$ cat src/rtl/seq_mode_calc_if.sv
// Operand/result stream bundle for seq_mode_calc.
// out_last exists only when SEQ_CALC_LAST_EN is defined.
interface seq_mode_calc_if #(
    parameter int unsigned IN_W  = 4,
    parameter int unsigned DEPTH = 6,
    parameter int unsigned OUT_W = IN_W + $clog2(DEPTH) + 1
);
    logic                    in_valid;
    logic [IN_W-1:0]         in_number;
    logic [1:0]              mode;
    logic                    out_valid;
    logic signed [OUT_W-1:0] out_result;
`ifdef SEQ_CALC_LAST_EN
    logic                    out_last;
`endif

    // Stimulus side: drives the operand stream, observes results.
    modport master (
        output in_valid, in_number, mode,
`ifdef SEQ_CALC_LAST_EN
        input  out_last,
`endif
        input  out_valid, out_result
    );

    // Calculator side.
    modport slave (
        input  in_valid, in_number, mode,
`ifdef SEQ_CALC_LAST_EN
        output out_last,
`endif
        output out_valid, out_result
    );
endinterface

$ cat src/rtl/seq_mode_calc.sv
// Burst sequence calculator: collects DEPTH numbers, then streams sorted/prefix-sum/difference results.
// Optional feature macro: SEQ_CALC_LAST_EN adds out_last on the final result of a burst.
module seq_mode_calc #(
    parameter int unsigned IN_W  = 4,
    parameter int unsigned DEPTH = 6,
    parameter int unsigned OUT_W = IN_W + $clog2(DEPTH) + 1
) (
    input  logic           clk,
    input  logic           rst_n,
    seq_mode_calc_if.slave bus
);
    localparam int unsigned      CNT_W    = $clog2(DEPTH + 1);
    localparam logic [CNT_W-1:0] LAST_IDX = CNT_W'(DEPTH - 1);

    typedef enum logic [1:0] {
        S_IDLE = 2'd0,
        S_LOAD = 2'd1,
        S_CALC = 2'd2,
        S_OUT  = 2'd3
    } state_e;

    state_e            state_q, state_d;
    logic [CNT_W-1:0]  cnt_q, cnt_d;
    logic [1:0]        mode_q, mode_d;
    logic [IN_W-1:0]   raw_q [DEPTH];
    logic [IN_W-1:0]   raw_d [DEPTH];
    logic [IN_W-1:0]   srt_q [DEPTH];
    logic [IN_W-1:0]   srt_d [DEPTH];
    logic [OUT_W-1:0]  res_q [DEPTH];
    logic [OUT_W-1:0]  res_d [DEPTH];
    logic              out_valid_q, out_valid_d;
    logic [OUT_W-1:0]  out_result_q, out_result_d;
    logic              out_last_q, out_last_d;

    logic              accept_c;
    logic [DEPTH-1:0]  gt_c;
    logic [IN_W-1:0]   srt_ins_c [DEPTH];
    logic [OUT_W-1:0]  calc_c    [DEPTH];

    // Insertion step: slots beyond the current count act as +infinity, so the
    // greater-than mask is monotonic and the new value lands at its boundary.
    always_comb begin : insert_comb
        for (int i = 0; i < DEPTH; i++) begin
            gt_c[i] = (CNT_W'(i) >= cnt_q) || (srt_q[i] > bus.in_number);
        end
        srt_ins_c[0] = gt_c[0] ? bus.in_number : srt_q[0];
        for (int i = 1; i < DEPTH; i++) begin
            if (!gt_c[i]) begin
                srt_ins_c[i] = srt_q[i];
            end else if (gt_c[i-1]) begin
                srt_ins_c[i] = srt_q[i-1];
            end else begin
                srt_ins_c[i] = bus.in_number;
            end
        end
    end

    // Result precompute; prev starts at 0 so result[0] of the difference is a[0].
    always_comb begin : calc_comb
        logic [OUT_W-1:0] acc;
        logic [OUT_W-1:0] prev;
        acc  = '0;
        prev = '0;
        for (int i = 0; i < DEPTH; i++) begin
            acc = acc + OUT_W'(raw_q[i]);
            case (mode_q)
                2'd0:    calc_c[i] = OUT_W'(srt_q[i]);
                2'd1:    calc_c[i] = OUT_W'(srt_q[DEPTH-1-i]);
                2'd2:    calc_c[i] = acc;
                default: calc_c[i] = OUT_W'(raw_q[i]) - prev;
            endcase
            prev = OUT_W'(raw_q[i]);
        end
    end

    // Next-state and registered-output decode.
    always_comb begin : next_comb
        state_d      = state_q;
        cnt_d        = cnt_q;
        mode_d       = mode_q;
        raw_d        = raw_q;
        srt_d        = srt_q;
        res_d        = res_q;
        out_valid_d  = 1'b0;
        out_result_d = '0;
        out_last_d   = 1'b0;
        accept_c     = bus.in_valid && ((state_q == S_IDLE) || (state_q == S_LOAD));

        if (accept_c) begin
            raw_d[cnt_q] = bus.in_number;
            srt_d        = srt_ins_c;
            cnt_d        = cnt_q + CNT_W'(1);
        end

        case (state_q)
            S_IDLE: begin
                if (bus.in_valid) begin
                    mode_d  = bus.mode;
                    state_d = S_LOAD;
                end
            end
            S_LOAD: begin
                if (bus.in_valid && (cnt_q == LAST_IDX)) begin
                    state_d = S_CALC;
                end
            end
            S_CALC: begin
                res_d   = calc_c;
                cnt_d   = '0;
                state_d = S_OUT;
            end
            default: begin
                out_valid_d  = 1'b1;
                out_result_d = res_q[cnt_q];
                out_last_d   = (cnt_q == LAST_IDX);
                cnt_d        = cnt_q + CNT_W'(1);
                if (cnt_q == LAST_IDX) begin
                    cnt_d   = '0;
                    state_d = S_IDLE;
                end
            end
        endcase
    end

    always_ff @(posedge clk or negedge rst_n) begin : regs
        if (!rst_n) begin
            state_q      <= S_IDLE;
            cnt_q        <= '0;
            mode_q       <= '0;
            out_valid_q  <= 1'b0;
            out_result_q <= '0;
            out_last_q   <= 1'b0;
            for (int i = 0; i < DEPTH; i++) begin
                raw_q[i] <= '0;
                srt_q[i] <= '0;
                res_q[i] <= '0;
            end
        end else begin
            state_q      <= state_d;
            cnt_q        <= cnt_d;
            mode_q       <= mode_d;
            out_valid_q  <= out_valid_d;
            out_result_q <= out_result_d;
            out_last_q   <= out_last_d;
            for (int i = 0; i < DEPTH; i++) begin
                raw_q[i] <= raw_d[i];
                srt_q[i] <= srt_d[i];
                res_q[i] <= res_d[i];
            end
        end
    end

    assign bus.out_valid  = out_valid_q;
    assign bus.out_result = $signed(out_result_q);
`ifdef SEQ_CALC_LAST_EN
    assign bus.out_last   = out_last_q;
`else
    // Last-beat flag has no port in this build.
    logic unused_last;
    assign unused_last = out_last_q;
`endif

endmodule

$ cat src/flat_wrapper.sv
// flat-port wrapper written by rule: the top's interface ports become plain ports
module seq_mode_calc_flat 
#(
    parameter int unsigned IN_W  = 4,
    parameter int unsigned DEPTH = 6,
    parameter int unsigned OUT_W = IN_W + $clog2(DEPTH) + 1
)
  (clk, rst_n, bus_in_valid, bus_in_number, bus_mode, bus_out_valid, bus_out_result);
  seq_mode_calc_if #(.IN_W(IN_W), .DEPTH(DEPTH), .OUT_W(OUT_W)) bus_i ();
  input  logic clk;
  input  logic rst_n;
  input wire logic [$bits(bus_i.in_valid)-1:0] bus_in_valid;
  input wire logic [$bits(bus_i.in_number)-1:0] bus_in_number;
  input wire logic [$bits(bus_i.mode)-1:0] bus_mode;
  output wire logic [$bits(bus_i.out_valid)-1:0] bus_out_valid;
  output wire logic [$bits(bus_i.out_result)-1:0] bus_out_result;
  assign bus_i.in_valid = bus_in_valid;
  assign bus_i.in_number = bus_in_number;
  assign bus_i.mode = bus_mode;
  assign bus_out_valid = bus_i.out_valid;
  assign bus_out_result = bus_i.out_result;
  seq_mode_calc #(.IN_W(IN_W), .DEPTH(DEPTH), .OUT_W(OUT_W)) u_core (.clk(clk), .rst_n(rst_n), .bus(bus_i));
endmodule
$ cat config.mk
export PLATFORM = sky130hd
export DESIGN_NAME = seq_mode_calc_flat
export DESIGN_NICKNAME = d
export VERILOG_FILES = /design/src/rtl/seq_mode_calc_if.sv /design/src/rtl/seq_mode_calc.sv /design/src/flat_wrapper.sv
export SDC_FILE = /design/constraint.sdc
export NUM_CORES = 1
export LEC_CHECK = 0
export ABC_AREA = 1
export BUFFER_PORTS_ARGS = -buffer_cell sky130_fd_sc_hd__buf_2
export CAP_MARGIN = 20
export CORE_MARGIN = 3
export CORE_UTILIZATION = 55
export CTS_BUF_LIST = sky130_fd_sc_hd__clkbuf_4 sky130_fd_sc_hd__clkbuf_8
export DETAILED_ROUTE_END_ITERATION = 7
export GPL_ROUTABILITY_DRIVEN = 0
export PLACE_DENSITY_LB_ADDON = 0.25
export REMOVE_ABC_BUFFERS = 1
export SLEW_MARGIN = 20
export SYNTH_ARGS = -nofsm -noshare
export SYNTH_HDL_FRONTEND = slang
export SYNTH_SLANG_ARGS = --single-unit
$ cat constraint.sdc
create_clock -name clk -period 5.5 [get_ports clk]
set_input_delay 1.1 -clock clk [delete_from_list [all_inputs] [get_ports clk]]
set_output_delay 1.1 -clock clk [all_outputs]
set_load 0.02 [all_outputs]
==> results.md, run 1 <==
Status:
- The flow ran to the end, and the final reports show no timing, DRC or antenna violations.

Place:
- The count of port buffers added during placement is 17.
- The detailed placement HPWL is 14,570 um.
- The worst-case setup slack after placement is 1.155 ns.
- In this run, placement finished with an instance count of between 1k and 1.5k.

Routing:
- The routed design has 19,390 um of wire.
- The number of design rule violations left after detail routing is 0.
- The first detailed-routing pass took 5 iterations.
- The final routed wire length divided by cell count is approximately 18 um.
- The count of nets left with antenna violations once routing finished came out at 0.
- Dividing the detail-routed via count by the number of cells gives 5.773.
- For this block, the initial DRC count from the detailed router was 718.
- The detailed router placed a little over 6k vias in this run.

Global route:
- The overall overflow remaining after global route is 0.
- The pin count of the biggest net entering global routing is 66.
- For this run, the total global-route usage over all layers was measured as 0.2815.
- The global-route wire length before repair is 31,310 um.
- The initial antenna violation count is 0.
- The via count of the first global-routing pass is 5,906.

Layout:
- The repair_antennas step left the layout with diodes totalling 0.
- Measured on the finished design, the core utilization comes to 0.6041.
- The fraction of layout cells with a size suffix above 1 is 0.09613.
- The net total in the final layout is 992.
- Registers take 2628 sq um.
- The library cell used most frequently in the layout, excluding fill and tap cells, is nand2_1.
- Counting the fill cells in the layout gives 1,165.
- Once layout is complete, the cells apart from fillers number roughly 1.1k.
- The growth of design area from synthesis to finish is 6.846%.
- The library cells used most frequently in the layout, excluding fill and tap cells, are nand2_1, inv_1, dfrtp_1.
- In the final layout, the multi-input gates occupy 4021 sq um.

Critical path:
- Traced cell by cell, the critical path runs through inv_1 -> fa_1 -> inv_1 -> fa_1 -> inv_1 -> fa_1 -> xnor2_1 -> ha_1 -> a21oi_1 -> nand2_1 -> xnor2_1 -> inv_1 -> ha_1 -> o21ai_0 -> nand2_1 -> inv_1 -> nor2_4 -> nand2_1 -> nand2_1 -> nand3_1 -> a21oi_2.
- The critical path in this run is classified as register to register.
- In this design, the critical path's most frequently occurring cell is inv_1.
- The critical path startpoint category is a register.
- The kind of cell with the highest combined delay on the critical path is adder cells.
- In this run the worst path has a maximum fanout of 5.
- STA puts the critical path data required time at 5.84 ns.
- Data arrives at the worst endpoint at 4.76 ns.
- The critical register-to-register path startpoint is u_core.raw_q[17].
- The largest stage delay on the critical path is approximately 0.60 ns.
- The slowest library cell on the worst path is fa_1.
- The launch point of the worst path is u_core.raw_q[17].
- Together, buffers and inverters on the worst path number 5.
- The capturing element type of the critical path is a register.

Synth:
- In the synthesized netlist the async set-or-reset flop fraction comes to 1.000.
- The dominant register cell in the synthesized netlist is dfrtp_1.
- After synthesis, the mean cell area works out to 8.086 sq um.
- The number of standard cells after synthesis is 886.
- Yosys printed 0 warnings.
- The area of the mapped netlist is 7164 sq um.
- The count of flip-flops with a built-in enable after synthesis is 0.
- The share of the Yosys chip area taken by registers is 0.3667.
- The number of distinct library cells after synthesis is 44.
- Synthesis inferred 105 register bits.

Clock tree:
- TritonCTS built the clock tree.
- The number of H-tree branching levels is 3.
- The total clock sinks is 105.
- The clock input transition at the sequential cells of the worst setup and hold paths is 0.11 ns.
- The tree is rooted in a clkbuf_8.
- The number of buffers on the longest clock path is 2.
- The number of buffers inserted to repair setup after CTS is 0.
- Clock tree synthesis inserted a total of 9 buffers.
- For this design, the CTS-stage hold fixing added 0 buffers.
- The number of resized instances in the post-cts repair step is 0.
- The insertion delay to the later sink of the worst-skew pair is 0.40 ns.

Worst hold path:
- The class of the tightest hold or removal check is register to register.
- The hold path startpoint is u_core.res_q[8].

STA:
- Across the routed clock network, the largest skew measured is around 0.012 ns.
- The post-route clock period utilization is 0.8038.
- The number of hold-slack violations in the final timing report was 0.
- The headroom to the max-slew limit is 0.2949.
- Setup violations remaining at the end of the flow were counted as 0.
- For this run, the top clock speed supported by timing is ~0.23 GHz.
- The number of slew-limit violations in the final report is 0.
- Setup repair after global routing left no endpoint under its margin.
- The final critical-path required period is 4.421 ns.
- The final total negative setup slack is 0 ns.
- The final worst setup slack is 1.079 ns.
- At the pin with the least slew margin, the transition time is 1.052 ns.

Job:
- The tool flagged a number of max-cap violations equal to 0.

Floorplan:
- The number of rows created at floorplan is ~40.
- The boundary pin count is 18.
- The initial utilization of the core area, before any placement, comes to 0.5654.
- The chip width is 120.1 um.
- The floorplan step set the die height to 120.1 um.
- The region available for standard cell placement spans 12,670 sq um.
- The floorplan die area is 14,430 sq um.
path summary, 6_finish.rpt:
check / end / slack, ns / cells past startpoint
hold / removal: u_core.res_q[8] / 0.50 / 2
setup reg to reg: u_core.res_q[6] / 1.08 / 21
min in group asynchronous: u_core.raw_q[15] / 0.80 / 1
setup / recovery: u_core.res_q[6] / 1.08 / 21
max in group asynchronous: u_core.srt_q[7] / 3.64 / 2
hold reg to reg: u_core.res_q[8] / 0.50 / 2
synth_stat cells (7+ instances only):
cell	count	area share
clkbuf_1	10	0.0052
o21ai_0	83	0.058
o21ai_1	11	0.0077
a21oi_1	44	0.031
o221ai_1	7	0.0086
a41oi_1	7	0.0086
nor2_2	9	0.0079
ha_1	73	0.13
nand2_2	12	0.010
inv_2	9	0.0047
inv_1	105	0.055
nand3_1	10	0.0070
xnor2_1	9	0.011
dfrtp_1	105	0.37
a22oi_1	10	0.010
xor2_1	7	0.0086
nor2_1	83	0.043
nand2_1	180	0.094
fa_1	10	0.028
o22ai_1	27	0.024
sequential cells by signal, summed over array words and instances (netlist names):
signal,count
u_core.res_q,41
u_core.cnt_q,3
u_core.srt_q,24
u_core.state_q,2
u_core.calc_comb.prev,4
u_core.bus.out_result,8
u_core.bus.out_valid,1
u_core.mode_q,2
u_core.raw_q,20
worst register-to-register path, delay by kind of cell (launching register included):
family / cells / cell delay (ns)
DFF: 1 / 0.47
AOI/OAI and AO/OA: 3 / 0.37
and+or+nand+nor: 6 / 0.49
buffers and inverters: 5 / 0.46
xor gates and xnor gates: 2 / 0.39
adders and majority gates: 5 / 2.19
through the flow:
stage               area (sq um)  hold WS (ns)
detailed placement          7420        0.4739
global route                7655        0.5199
floorplan                   7089        0.4492
finish                      7655        0.4967
CTS                         7655        0.4980
global placement            7420        0.4676
final cells by class:
cell class | instances | share of cell area
flip-flops and latches | 105 | 0.3432
multi-input cells | 646 | 0.5253
inverters | 118 | 0.05819
repair buffers | 20 | 0.01438
clock buffers | 10 | 0.01798
clock inverters | 6 | 0.01275
well taps | 172 | 0.02811
kinds of logic (layout without fill, tap and decap cells):
kind of cell,Yosys count,count (layout),synth area share
AO/OA/AOI/OAI,230,230,0.1926
XOR/XNOR,16,16,0.01956
adder cells (fa/ha/maj),83,83,0.1554
buffers and inverters,135,154,0.07265
flip-flops,105,105,0.3667
AND/OR/NAND/NOR,317,317,0.1930
per-layer routing:
layer,vias up,part of all wire,global-route usage
li1,3007,-,-
met2,236,0.48,0.4749
met1,2926,0.43,0.3744
met5,-,0,0
met3,49,0.062,0.04336
met4,0,0.030,0.08733
Power of run 1 is left out: the tool's default activity adds up to more than one toggle a clock period on the data nets, which glitch-free logic cannot reach.
==> inputs of run 2 (changes only) <==
Settings changed: ABC_AREA 1 to 0.
Clock period 5.5 ns to 4.35 ns, I/O delays scaled along.
==> run 2 against run 1 <==
Via count shrank 4.3%. Synthesized cell count shrank 17%. Register-to-register slack lost 1.0 ns. Largest cell class unchanged. Die area grew 5.1%. Global-route usage shrank 0.44 points. Clock skew is essentially flat. Routed wire length grew 3.5%. Critical endpoint is now u_core.res_q[3]. First-iteration DRC count shrank 15%.
==> results.md, run 2 <==
Status:
- The run finished with clean final reports.

Clock tree:
- The insertion delay to the later sink of the worst-skew pair is 0.41 ns (about the same).
- The clock input transition at the sequential cells of the worst setup and hold paths is 0.10 ns (about the same).
- The number of clock buffers inserted by TritonCTS is 9 (unchanged).
- The total clock sinks is 105 (unchanged).
- Clock tree synthesis selected as its root buffer the cell clkbuf_8.
- The number of H-tree branching levels is 3 (unchanged).
- TritonCTS built the clock tree.
- The number of buffers on the longest clock path was 2 (unchanged).

Critical path:
- In this design, the critical path's most frequently occurring cell is inv_2.
- The critical-path maximum fanout is 3 (-2).
- The critical path goes through ha_2 -> inv_2 -> fa_1 -> inv_2 -> fa_2 -> inv_2 -> fa_1 -> inv_2 -> ha_4 -> a21o_1 -> a211oi_2 -> a21oi_2 -> ha_1 -> xnor2_1 -> mux4_2 -> mux2_4.
- The critical path buffer and inverter count is 4 (-1).
- The required arrival time at the worst endpoint came to 4.65 ns (-1.19 ns).
- STA classifies the critical path startpoint as a register.
- The worst setup path is captured at a register.
- The critical setup path kind is register to register.
- Among cell families on the critical path, the largest total delay comes from adder cells.
- The register-to-register setup slack is 0.03 ns (-1.05 ns).
- The largest stage delay on the critical path came to 0.56 ns (-0.04 ns).
- The slowest library cell on the worst path is fa_2.
- The worst endpoint data arrival time is 4.62 ns (-0.14 ns).

Synth:
- The number of standard cells after synthesis came to 739 (-17%).
- The commonest cells after synthesis are dfrtp_1, ha_1, inv_1.
- The average footprint of a synthesized cell is 10.22 sq um (+26%).
- By instance count, the leading cell after synthesis is dfrtp_1.
- The number of distinct library cells after synthesis was 69 (+57%).
- The area of the mapped netlist is 7550 sq um (+5.4%).
- The warning count from the yosys run was 0 (unchanged).
- The most used flip-flop cell after synthesis is dfrtp_1.
- The share of flip-flops with an asynchronous set or reset after synthesis came to 1.000 (unchanged).
- In the post-synthesis netlist, the biggest area contributors are dfrtp_1, ha_1, mux2_2.
- The number of flip-flops and latches in the synthesized netlist is 105 (unchanged).
- The count of flip-flops with a built-in enable after synthesis came to 0 (unchanged).
- The proportion of netlist area held by the largest area contributor is 0.3480 (-0.01872).
- The cell type with the highest aggregate area in the netlist is dfrtp_1.
- The sequential cell area fraction in the yosys report is 0.3480 (-0.01872).

Routing:
- The highest layer touched by signal routing is met5.
- The count of nets left with antenna violations after detail routing was 0 (unchanged).
- The mean number of vias per cell is 6.212 (+7.6%).
- The met2 wire length is 9254 um (-0.11%).
- The final routed wire length divided by cell count is 20.95 um (+16%).
- The sum of routed wire length over all layers is 20,070 um (+3.5%).
- The sum of routed wire segments on met1 came to 8432 um (+0.98%).
- The number of detailed-routing iterations run before antenna repair was 5 (unchanged).
- The number of design rule violations left after detail routing came to 0 (unchanged).
- The total number of vias came to 5,951 (-4.3%).
- The routed length on met3 was 1787 um (+49%).
- The first-iteration detailed-routing DRC count is 609 (-15%).

Layout:
- More flip-flops sit in one register than any other, and that register is u_core.res_q.
- In the layout the commonest cells are dfrtp_1, ha_1, inv_1.
- The total of fill cells in the finished design is 1,066 (-8.5%).
- The flip-flop count of the largest register, all copies and words added came to 41 (unchanged).
- The largest registers in the layout are u_core.res_q x41, u_core.srt_q x24, u_core.raw_q x20.
- The fraction of layout cells with a size suffix above 1 is 0.2404 (+0.1443).
- The growth of design area from synthesis to finish is 11.09%.
- The net total in the final layout is 870 (-12%).
- The final core area utilization is 0.6283 (+0.02420).
- The library cell used most frequently in the layout, excluding fill and tap cells, is dfrtp_1.
- The antenna diode count is 0 (unchanged).

Floorplan:
- The boundary pin count is 18 (unchanged).
- The number of rows created at floorplan is 42 (+2.4%).
- The core area came to 13,350 sq um (+5.3%).
- The chip width is 123.2 um (+2.5%).
- The die height came to 123.2 um (+2.5%).
- The floorplan die area was 15,170 sq um (+5.1%).
- The effective utilization at floorplan is 0.5656 (about the same).

Global route:
- The pin count of the biggest net entering global routing is 47 (-29%).
- The initial antenna violation count is 1 (+1).
- The overall overflow remaining after global route was 0 (unchanged).
- The via count of the first global-routing pass is 6,056 (+2.5%).
- The global-route wire length before repair was 31,930 um (+2.0%).
- The overall routing resource usage was 0.2772 (-0.004380).

STA:
- Setup repair after global routing could not meet its margin everywhere.
- The final worst clock skew was 0.01217 ns (-0.0001542 ns).
- The count of final setup violators came to 0 (unchanged).
- The achievable clock frequency is 0.2315 GHz (+2.4%).
- The headroom to the max-slew limit came to 0.4531 (+0.1582).
- The slew at the pin closest to its max-slew limit was 0.8173 ns (-0.2346 ns).
- The number of slew-limit violations in the final report is 0 (unchanged).
- The final critical-path required period came to 4.319 ns (-0.1016 ns).
- The post-route clock period utilization is 0.9930 (+0.1891).
- The number of hold-slack violations in the final timing report came to 0 (unchanged).

Worst hold path:
- The class of the tightest hold or removal check is primary input to asynchronous set/reset pin.

Place:
- The count of port buffers added during placement came to 17 (unchanged).
- The detailed placement HPWL is 14,880 um (+2.1%).

Job:
- The max capacitance violation total came to 0 (unchanged).
[run 2: cell count changes in the layout (fill, tap and decap cells not counted), sizes merged, moves of 37 or more]
| cell | delta |
|---|---|
| nand2 | -154 |
| mux2 | +56 |
| nor2 | -47 |
| inv | -55 |
| buf | +37 |
| o21ai | -37 |
[run 2: final timing paths]
kind | from | end | depth (start not counted)
max | u_core.raw_q[16] | u_core.res_q[3] | 16
min | rst_n | u_core.srt_q[22] | 1
max reg2reg | u_core.raw_q[16] | u_core.res_q[3] | 16
min reg2reg | u_core.res_q[14] | u_core.res_q[14] | 1
max in group asynchronous | rst_n | u_core.res_q[20] | 2
min in group clk | u_core.res_q[14] | u_core.res_q[14] | 1
[run 2: metal layers]
metal | track usage | up-vias
li1 | - | 2710
met1 | 0.3821 | 2934
met2 | 0.4247 | 262
met3 | 0.06496 | 43
met4 | 0.1087 | 2
met5 | 0 | -
[run 2: area by class of cell]
class	instances	area (sq um)	share of cell area
multi-input cells	543	4717	0.5624
flip-flops and latches	105	2628	0.3133
repair buffers	57	391.6	0.04670
inverters	62	232.7	0.02775
well taps	176	220.2	0.02626
clock buffers	10	131.4	0.01566
clock inverters	5	66.31	0.007907
[run 2: cells by family after synthesis]
family                     after synthesis  share of synthesized area
xor gates and xnor gates                23                    0.02966
muxes                                   99                     0.1704
AOI/OAI and AO/OA                      180                     0.1566
adders and majority gates               83                     0.1475
buffers and inverters                   91                    0.04673
and+or+nand+nor                        158                     0.1011
DFF                                    105                     0.3480
[run 2: metrics by stage]
stage	cells	area (sq um)	hold slack [ns]	setup TNS, ns	setup WS [ns]
floorplan	710	7430	0.4518	0	0.04295
global placement	939	8010	0.4711	-0.02841	-0.02523
detailed placement	939	8010	0.4804	-0.3674	-0.1288
CTS	955	8268	0.4759	0	0.004537
global route	958	8387	0.4866	-0.6902	-0.2082
finish	958	8387	0.4599	0	0.03052
[run 2: what timing repair did]
item	in CTS	in global routing
hold buffers	0	0
gates cloned	0	0
setup buffers	1	3
pin swaps	10	6
endpoints found under the setup margin	4	8
endpoints found under the hold margin	0	0
gates resized for setup	12	20
Power of run 2 is left out for the same reason.
